--- src/rtl/ml_accel_pkg.sv ---
// Shared datapath types, widths and saturation helper for the ML accelerator stages.
package ml_accel_pkg;

    localparam int DATA_W = 8;
    localparam int ACC_W  = 20;

    typedef logic signed [DATA_W-1:0] data_t;
    typedef logic signed [ACC_W-1:0]  acc_t;

    typedef enum logic [1:0] {
        S_IDLE,
        S_MAC,
        S_WRITE,
        S_DONE
    } conv_state_t;

    localparam acc_t SAT_MAX = acc_t'(127);
    localparam acc_t SAT_MIN = acc_t'(-128);

    function automatic data_t sat8(input acc_t y);
        if (y > SAT_MAX)
            return data_t'(SAT_MAX[DATA_W-1:0]);
        else if (y < SAT_MIN)
            return data_t'(SAT_MIN[DATA_W-1:0]);
        else
            return data_t'(y[DATA_W-1:0]);
    endfunction

endpackage

--- src/rtl/conv_layer_mac.sv ---
// Registered signed multiply-accumulate used by conv_layer; clr has priority over en.
import ml_accel_pkg::*;

module mac_unit (
    input  logic  clk,
    input  logic  rst,
    input  logic  clr,
    input  logic  en,
    input  data_t a,
    input  data_t b,
    output acc_t  acc
);

    logic signed [2*DATA_W-1:0] prod;
    acc_t                       prod_ext;

    always_comb begin
        prod     = a * b;
        prod_ext = {{(ACC_W-2*DATA_W){prod[2*DATA_W-1]}}, prod};
    end

    always_ff @(posedge clk) begin
        if (rst || clr)
            acc <= '0;
        else if (en)
            acc <= acc + prod_ext;
    end

endmodule

--- src/rtl/conv_layer.sv ---
// 3x3 single-channel convolution, one MAC per cycle, shift/bias/saturate per pixel.
// Optional build macro CONV_RELU_EN clamps negative outputs to zero.
import ml_accel_pkg::*;

module conv_layer #(
    parameter int IN_DIM  = 8,
    parameter int K       = 3,
    parameter int OUT_DIM = IN_DIM - K + 1,
    parameter int SHIFT   = 4
) (
    input  logic  clk,
    input  logic  rst,
    input  logic  start,
    input  data_t input_fm  [0:IN_DIM*IN_DIM-1],
    input  data_t kernel    [0:K*K-1],
    input  data_t bias,
    output logic  busy,
    output logic  done,
    output data_t output_fm [0:OUT_DIM*OUT_DIM-1]
);

    localparam int TAP_W = $clog2(K*K);
    localparam int RC_W  = $clog2(OUT_DIM);
    localparam int IDX_W = $clog2(IN_DIM*IN_DIM);
    localparam int OUT_W = $clog2(OUT_DIM*OUT_DIM);

    conv_state_t state, next_state;

    data_t            in_q [0:IN_DIM*IN_DIM-1];
    data_t            k_q  [0:K*K-1];
    data_t            bias_q;
    logic [TAP_W-1:0] tap;
    logic [RC_W-1:0]  row, col;

    logic [IDX_W-1:0] win_idx;
    logic [OUT_W-1:0] out_idx;
    logic             take_start, last_tap, last_pix;
    logic             mac_clr, mac_en;
    acc_t             acc, y;
    data_t            px;

    always_comb begin
        win_idx = IDX_W'((32'(row) + 32'(tap) / K) * IN_DIM + 32'(col) + 32'(tap) % K);
        out_idx = OUT_W'(32'(row) * OUT_DIM + 32'(col));
        take_start = start && (state == S_IDLE || state == S_DONE);
        last_tap = (tap == TAP_W'(K*K-1));
        last_pix = (row == RC_W'(OUT_DIM-1)) && (col == RC_W'(OUT_DIM-1));
        mac_clr  = take_start || (state == S_WRITE);
        mac_en   = (state == S_MAC);
    end

    mac_unit u_mac (
        .clk (clk),
        .rst (rst),
        .clr (mac_clr),
        .en  (mac_en),
        .a   (in_q[win_idx]),
        .b   (k_q[tap]),
        .acc (acc)
    );

    always_comb begin
        y  = (acc >>> SHIFT) + acc_t'(bias_q);
        px = sat8(y);
`ifdef CONV_RELU_EN
        if (px < 0)
            px = '0;
`endif
    end

    always_ff @(posedge clk) begin
        if (rst)
            state <= S_IDLE;
        else
            state <= next_state;
    end

    always_comb begin
        next_state = state;
        case (state)
            S_IDLE, S_DONE: if (start) next_state = S_MAC;
            S_MAC:          if (last_tap) next_state = S_WRITE;
            S_WRITE:        next_state = last_pix ? S_DONE : S_MAC;
            default:        next_state = S_IDLE;
        endcase
    end

    assign busy = (state == S_MAC) || (state == S_WRITE);
    assign done = (state == S_DONE);

    always_ff @(posedge clk) begin
        if (rst) begin
            for (int unsigned i = 0; i < IN_DIM*IN_DIM; i++) in_q[i] <= '0;
            for (int unsigned i = 0; i < K*K; i++) k_q[i] <= '0;
            for (int unsigned i = 0; i < OUT_DIM*OUT_DIM; i++) output_fm[i] <= '0;
            bias_q <= '0;
            tap    <= '0;
            row    <= '0;
            col    <= '0;
        end else begin
            case (state)
                S_IDLE, S_DONE: begin
                    if (start) begin
                        in_q   <= input_fm;
                        k_q    <= kernel;
                        bias_q <= bias;
                        tap    <= '0;
                        row    <= '0;
                        col    <= '0;
                    end
                end
                S_MAC: tap <= tap + 1'b1;
                S_WRITE: begin
                    output_fm[out_idx] <= px;
                    tap <= '0;
                    if (col == RC_W'(OUT_DIM-1)) begin
                        col <= '0;
                        row <= row + 1'b1;
                    end else begin
                        col <= col + 1'b1;
                    end
                end
                default: ;
            endcase
        end
    end

endmodule

--- config.mk ---
export PLATFORM = sky130hd
export DESIGN_NAME = conv_layer
export DESIGN_NICKNAME = d
export VERILOG_FILES = /design/src/rtl/ml_accel_pkg.sv /design/src/rtl/conv_layer_mac.sv /design/src/rtl/conv_layer.sv
export SDC_FILE = /design/constraint.sdc
export NUM_CORES = 2
export LEC_CHECK = 0
export CORE_AREA = 2 2 348 350
export CTS_CLUSTER_DIAMETER = 80
export DETAILED_ROUTE_END_ITERATION = 7
export DIE_AREA = 0 0 350 352
export HOLD_SLACK_MARGIN = 0.12
export PLACE_DENSITY = 0.58
export SETUP_SLACK_MARGIN = 0.4
export SLEW_MARGIN = 20
export SYNTH_ARGS = -nofsm -noshare
export SYNTH_HDL_FRONTEND = slang
export SYNTH_SLANG_ARGS = --single-unit
export TNS_END_PERCENT = 100
--- constraint.sdc ---
create_clock -name clk -period 12.3 [get_ports clk]
set_clock_uncertainty 0.15 [all_clocks]
set_input_delay 3.075 -clock clk [delete_from_list [all_inputs] [get_ports clk]]
set_output_delay 3.075 -clock clk [all_outputs]
set_load 0.01 [all_outputs]
==> qor.txt <==
Post-CTS Hold Fix Bufs = 0
CTS tree = built
Yosys reg bits = 912
Tcrit/Tclk final = 91.7%
Vias in the first global route = 34,300
Worst VDD drop = 0.120 mV
Ys flop type = dfxtp_1
Core footprint = 119,000 um^2
Largest stage delay, worst path = 1.01 ns
Min-delay worst type = register to register
DRC errors left = 0
Worst-path clk slew = 0.06 ns
PortBufs = 884
1st-iter DRT viols = 2,643
Post-Syn Area = 40,600 um^2
Cells after Synth = 4,656
WHS Path Cells = 2
Clk buf depth = 3
Worst-Margin Slew = 1.31 ns
Global placer's final weighted congestion = 0.869
IO Pins = 885
Sequential element share of the synthesized area = 45.0%
Hold_sp = in_q[293]
Post-CTS setup buffers = 0
Routed len/inst = 21.3 um
# setup viols final = 0
Slew headroom = 12.9%
Critical Path RT = 12.71 ns
CP arrival = 11.69 ns
FF-to-FF path depth = 33
Gr usage total = 23.6%
Maximum clock rate = 0.0886 GHz
Post-route antenna net violation count = 0
Overflow left after global routing = 0
Die area = 123,000 um^2
CTS Root Cell = clkbuf_16
Max cap viols = 0
DR vias/cell = 5.03
Slew Viols, Final = 0
Later-pin clock latency in the skew report = 0.69 ns
RSZ-0062 raised after global routing = false
Critical Path End Type = register
Setup tns final = 0 ns
Layout cell share with drive strength beyond 1 = 7.98%
Slowest-stage cell, CP = fa_4
First-pass GRT wire length = 220,000 um
Die span in y = 352 um
Async set-reset flop share out of synthesis = 0%
Hold Vio Cnt, Final = 0
Yosys warns = 0
R2R setup slack = 1.02 ns
H-tree lvl count = 3
CTS Sinks = 912
Nets = 6,117
Power per Cell Area = 151 nW/um^2
Status = finished, final reports clean
RR Endpoint = u_mac.acc[14]
Largest net degree at the start of global routing = 238
Leakage = 20.1 nW
Post-layout min period = 11.28 ns
Dpl cells = 6,853
Unique masters post-synth = 61
Final Total Pwr = 8.19 mW
Number of iterations in the first detailed-routing pass = 7
P&R area growth vs syn = 33.7%
Detailed placement HPWL = 111,000 um
Most frequent cell on the critical path = fa_1
Initial antenna violation count = 39
Cells resized by post-CTS repair = 0
Row count = 127
Average size of a mapped cell = 8.71 um^2
Post-Layout Cell Count = 7,054
EDFF count, synth = 0
Total routed wirelength = 150,000 um
Critical Setup Path Class = register to register
DR vias = 35,500
Worst-path fanout max = 74
Die width = 350 um
Critical path startpoint category = register
R2r startpoint = tap[2]
CTS Buf Count = 101
Number of fill cells = 11,700
Initial core utilization = 34.0%
Hold Path End = in_q[293]
Synthesized Nets = 5,429
==> metrics by stage <==
step / area, um^2 / utilization [%] / hold slack, ns / setup slack, ns
finish: 54200 / 45.4 / 0.301 / 1.02
global route: 54200 / 45.4 / 0.313 / 0.450
CTS: 54200 / 45.4 / 0.301 / 1.08
detailed placement: 50700 / 42.5 / 0.293 / 1.12
global placement: 50700 / 42.5 / 0.289 / 1.28
floorplan: 40600 / - / 0.283 / 0.743
==> synth_stat cells (all sizes together) (3+ instances only) <==
| cell | count | area [um^2] |
|---|---|---|
| xnor2 | 37 | 324 |
| nor2b | 8 | 50.1 |
| o211ai | 10 | 80.1 |
| nand2b | 18 | 113 |
| buf | 29 | 110 |
| a22oi | 4 | 30.0 |
| nand3 | 246 | 1230 |
| nor3 | 18 | 90.1 |
| fa | 94 | 1880 |
| nand2 | 1276 | 4790 |
| or3 | 5 | 36.3 |
| and3 | 10 | 62.6 |
| a21oi | 674 | 3370 |
| xor2 | 10 | 87.6 |
| a21o | 11 | 82.6 |
| or2 | 11 | 68.8 |
| and2 | 4 | 25.0 |
| mux2 | 20 | 225 |
| a31oi | 6 | 37.5 |
| inv | 150 | 563 |
| nor2 | 160 | 601 |
| mux2i | 56 | 561 |
| mux4 | 170 | 3830 |
| o21bai | 5 | 37.5 |
| nand4 | 3 | 18.8 |
| o21ai | 253 | 1270 |
| o22ai | 6 | 37.5 |
| clkbuf | 316 | 1190 |
| nor3b | 5 | 37.5 |
| dfxtp | 912 | 18300 |
| a211oi | 12 | 90.1 |
| ha | 84 | 1050 |
==> registers in the layout, summed over array words and instances, names as in the netlist <==
register and count:
in_q 512, output_fm 288, tap 4, state 2, k_q 72, u_mac.acc 20
col 3, bias_q 8, row 3
==> kinds of logic (layout without fill, tap and decap cells) <==
kind of cell    Yosys count  after routing  synth area share, %
compound gates         1003           1003                 13.0
xor+xnor                 47             47                 1.01
fa+ha+maj               178            178                 7.23
buf+inv                 496           1265                 4.59
flops                   912            912                 45.0
mux                     246            246                 11.4
other cells               0             17                    0
simple gates           1774           1774                 17.8
==> critical path, delay by kind of cell (launching register included) <==
family / cells / cell delay, ns
compound gates: 9 / 2.19
simple gates: 5 / 1.41
flops: 1 / 0.42
mux: 5 / 1.71
buf+inv: 4 / 0.55
xor+xnor: 1 / 0.18
fa+ha+maj: 9 / 4.43
==> worst max path at each step <==
stage,from,end,cells after the start
after floorplan,tap[0],u_mac.acc[14],39
after global placement,tap[2],u_mac.acc[14],33
after detailed placement,tap[2],u_mac.acc[14],33
after CTS,tap[2],u_mac.acc[14],33
after global routing,tap[2],u_mac.acc[14],34
final,tap[2],u_mac.acc[14],33
==> layer usage <==
metal / up-vias / global-route usage [%] / wire [um]
met2: 1136 / 39.3 / 72200
met4: 44 / 10.4 / 6330
met3: 258 / 5.05 / 10300
met5: - / 0 / 287
met1: 16900 / 29.1 / 61300
li1: 17100 / - / -
==> cells in the final DEF (no fill, tap or decap), drive strengths merged, types with 56 or more instances in the layout <==
cell / Yosys / final
ha: 84 / 84
mux4: 170 / 170
a21oi: 674 / 674
clkdlybuf4s50: 0 / 883
fa: 94 / 94
mux2i: 56 / 56
nand3: 246 / 246
inv: 150 / 161
clkbuf: 316 / 137
nand2: 1276 / 1276
nor2: 160 / 160
o21ai: 253 / 253
dfxtp: 912 / 912
==> where the power goes <==
group,total [mW],internal [mW],switching (mW)
registers,3.30,3.16,0.135
logic,1.74,0.690,1.05
clock network,3.15,1.83,1.32
total,8.19,5.69,2.50
==> area by class of cell <==
| type | count | area, um^2 | share of cell area, % |
|---|---|---|---|
| tap | 1612 | 2020 | 3.72 |
| clock buffer | 137 | 2820 | 5.21 |
| antenna | 17 | 42.5 | 0.0785 |
| inverter | 151 | 574 | 1.06 |
| clock inverter | 47 | 631 | 1.16 |
| timing repair buffer | 930 | 9340 | 17.2 |
| sequential | 912 | 18300 | 33.7 |
| multi-input combinational | 3248 | 20500 | 37.9 |
(Power assumes the default switching activity.)
==> patch: new RTL, same settings <==
Register the outputs `busy` and `done`, cleared by the reset; this adds one clock of latency there. The other outputs are not delayed to match.
--- a/src/rtl/conv_layer.sv
+++ b/src/rtl/conv_layer.sv
@@ -86,6 +86,13 @@
     end
 
-    assign busy = (state == S_MAC) || (state == S_WRITE);
-    assign done = (state == S_DONE);
+    always_ff @(posedge clk) begin
+        if (rst) begin
+            busy <= '0;
+            done <= '0;
+        end else begin
+            busy <= (state == S_MAC) || (state == S_WRITE);
+            done <= (state == S_DONE);
+        end
+    end
 
     always_ff @(posedge clk) begin
Check against the original RTL: not settled (the Yosys comparison gave no result); the edit may change what the design does.
==> patch against the unedited design <==
  * Non-clock buffer count is 22 higher
  * Wire length increased by 12%
  * Power up 2.2%
  * Cell area is 3.7% higher
  * Sequential cell count increased by 2
  * Area after synthesis grew 5.3%
  * Count of clock-buffer cells in the layout increased by 16
  * Die area is the same
  * Global-route usage up 3.0 points
  * Setup slack improved by 0.14 ns
  * Clock power rose by 2%
  * Sequential share of layout area is 1.1 points lower
  * Largest cell class unchanged
==> patch: results (changes against the unedited design) <==
NumNets Final=6,349 (+3.8%); Non-clock buffers=952 (+2.4%); comb_multi_in=3,461 (+6.6%); Hold EP=k_q[37]; global-route track usage on met1=33.2% (+4.1 points); Comb. pwr=1850 uW (+6%); largest cells by area after synthesis=dfxtp_1 43%, nand2_1 11%, mux4_2 8.9%; Signal buf overhead=16.8% (-0.45 points); clk cell area share=6.24% (-0.13 points); CTS Buf Count=102 (+0.99%); Met3 Routed Length=12,100 um (+18%); initial antenna violation count=18 (-54%); GR Layer Usage met2=45.0% (+5.6 points); vias=38,627 (+8.9%); R2R depth=32 (-3.0%); syn avg cell area=8.68 um2 (-0.38%); critical path peak fanout=40 (-46%); wire per inst=23.2 um (+8.9%); Total GRT Usage=26.6% (+3.0 points); Internal=5750 uW (+1.1%); sequential cell area share=32.5% (-1.1 points); P&R area growth vs syn=31.6%; run status=completed; Final GP Congestion=0.889 (+2.3%); routed wire length=169,000 um (+12%); overall power=8370 uW (+2.2%); CP arrival=11.56 ns (-0.13 ns); WL met2=81,800 um (+13%); flop2flop setup slack=1.16 ns (+0.14 ns); TritonRoute pass-1 iters=5 (-2); Iteration-0 DRC Markers=3,018 (+14%); Max Freq=0.0898 GHz (+1.3%); inverters=145 (-4.0%); met3 Use GR=5.06% (+0.0053 points); register area share after synthesis=42.8% (-2.2 points); WHS=0.301 ns (-0.0000260 ns); synth cell count leaders=1,245 x nand2_1, 914 x dfxtp_1, 634 x a21oi_1; vias in the first global route=37,682 (+9.8%); measured slew at the worst slew-check pin=1.20 ns (-0.108 ns); Flop pwr share=39.7% (-0.6 points); fill count=11,415 (-2.5%); ant diodes=8 (-9); VDD IR max=0.000170 V (+42%); Reg-to-Reg End=u_mac.acc[15]; DP HPWL=125,000 um (+13%); Yosys cell types=68 (+11%); multi-input combinational area share=39.9% (+2.0 points); Post-Place Cells=7,084 (+3.4%); Synthesized Nets=5,697 (+4.9%); clock buffer count=153 (+12%)
[patch: logic make-up (layout without fill, tap and decap cells)]
group | count (synthesis) | in the layout | synth area share (%)
flip-flops | 914 | 914 | 42.8
adder cells (fa/ha/maj) | 178 | 178 | 6.86
other | 0 | 8 | 0
buffers and inverters | 549 | 1282 | 4.98
AND/OR/NAND/NOR | 1932 | 1932 | 18.0
AO/OA/AOI/OAI | 1078 | 1078 | 16.0
XOR/XNOR | 42 | 42 | 0.878
multiplexers | 231 | 231 | 10.4
[patch: worst max-delay path: cells and delay by family (launching register included)]
kind | cells | cell delay [ns]
adders and majority gates | 9 | 4.43
muxes | 6 | 2.14
and+or+nand+nor | 4 | 1.19
buffers and inverters | 4 | 0.51
xor gates and xnor gates | 1 | 0.17
DFF | 1 | 0.43
AOI/OAI and AO/OA | 8 | 1.93
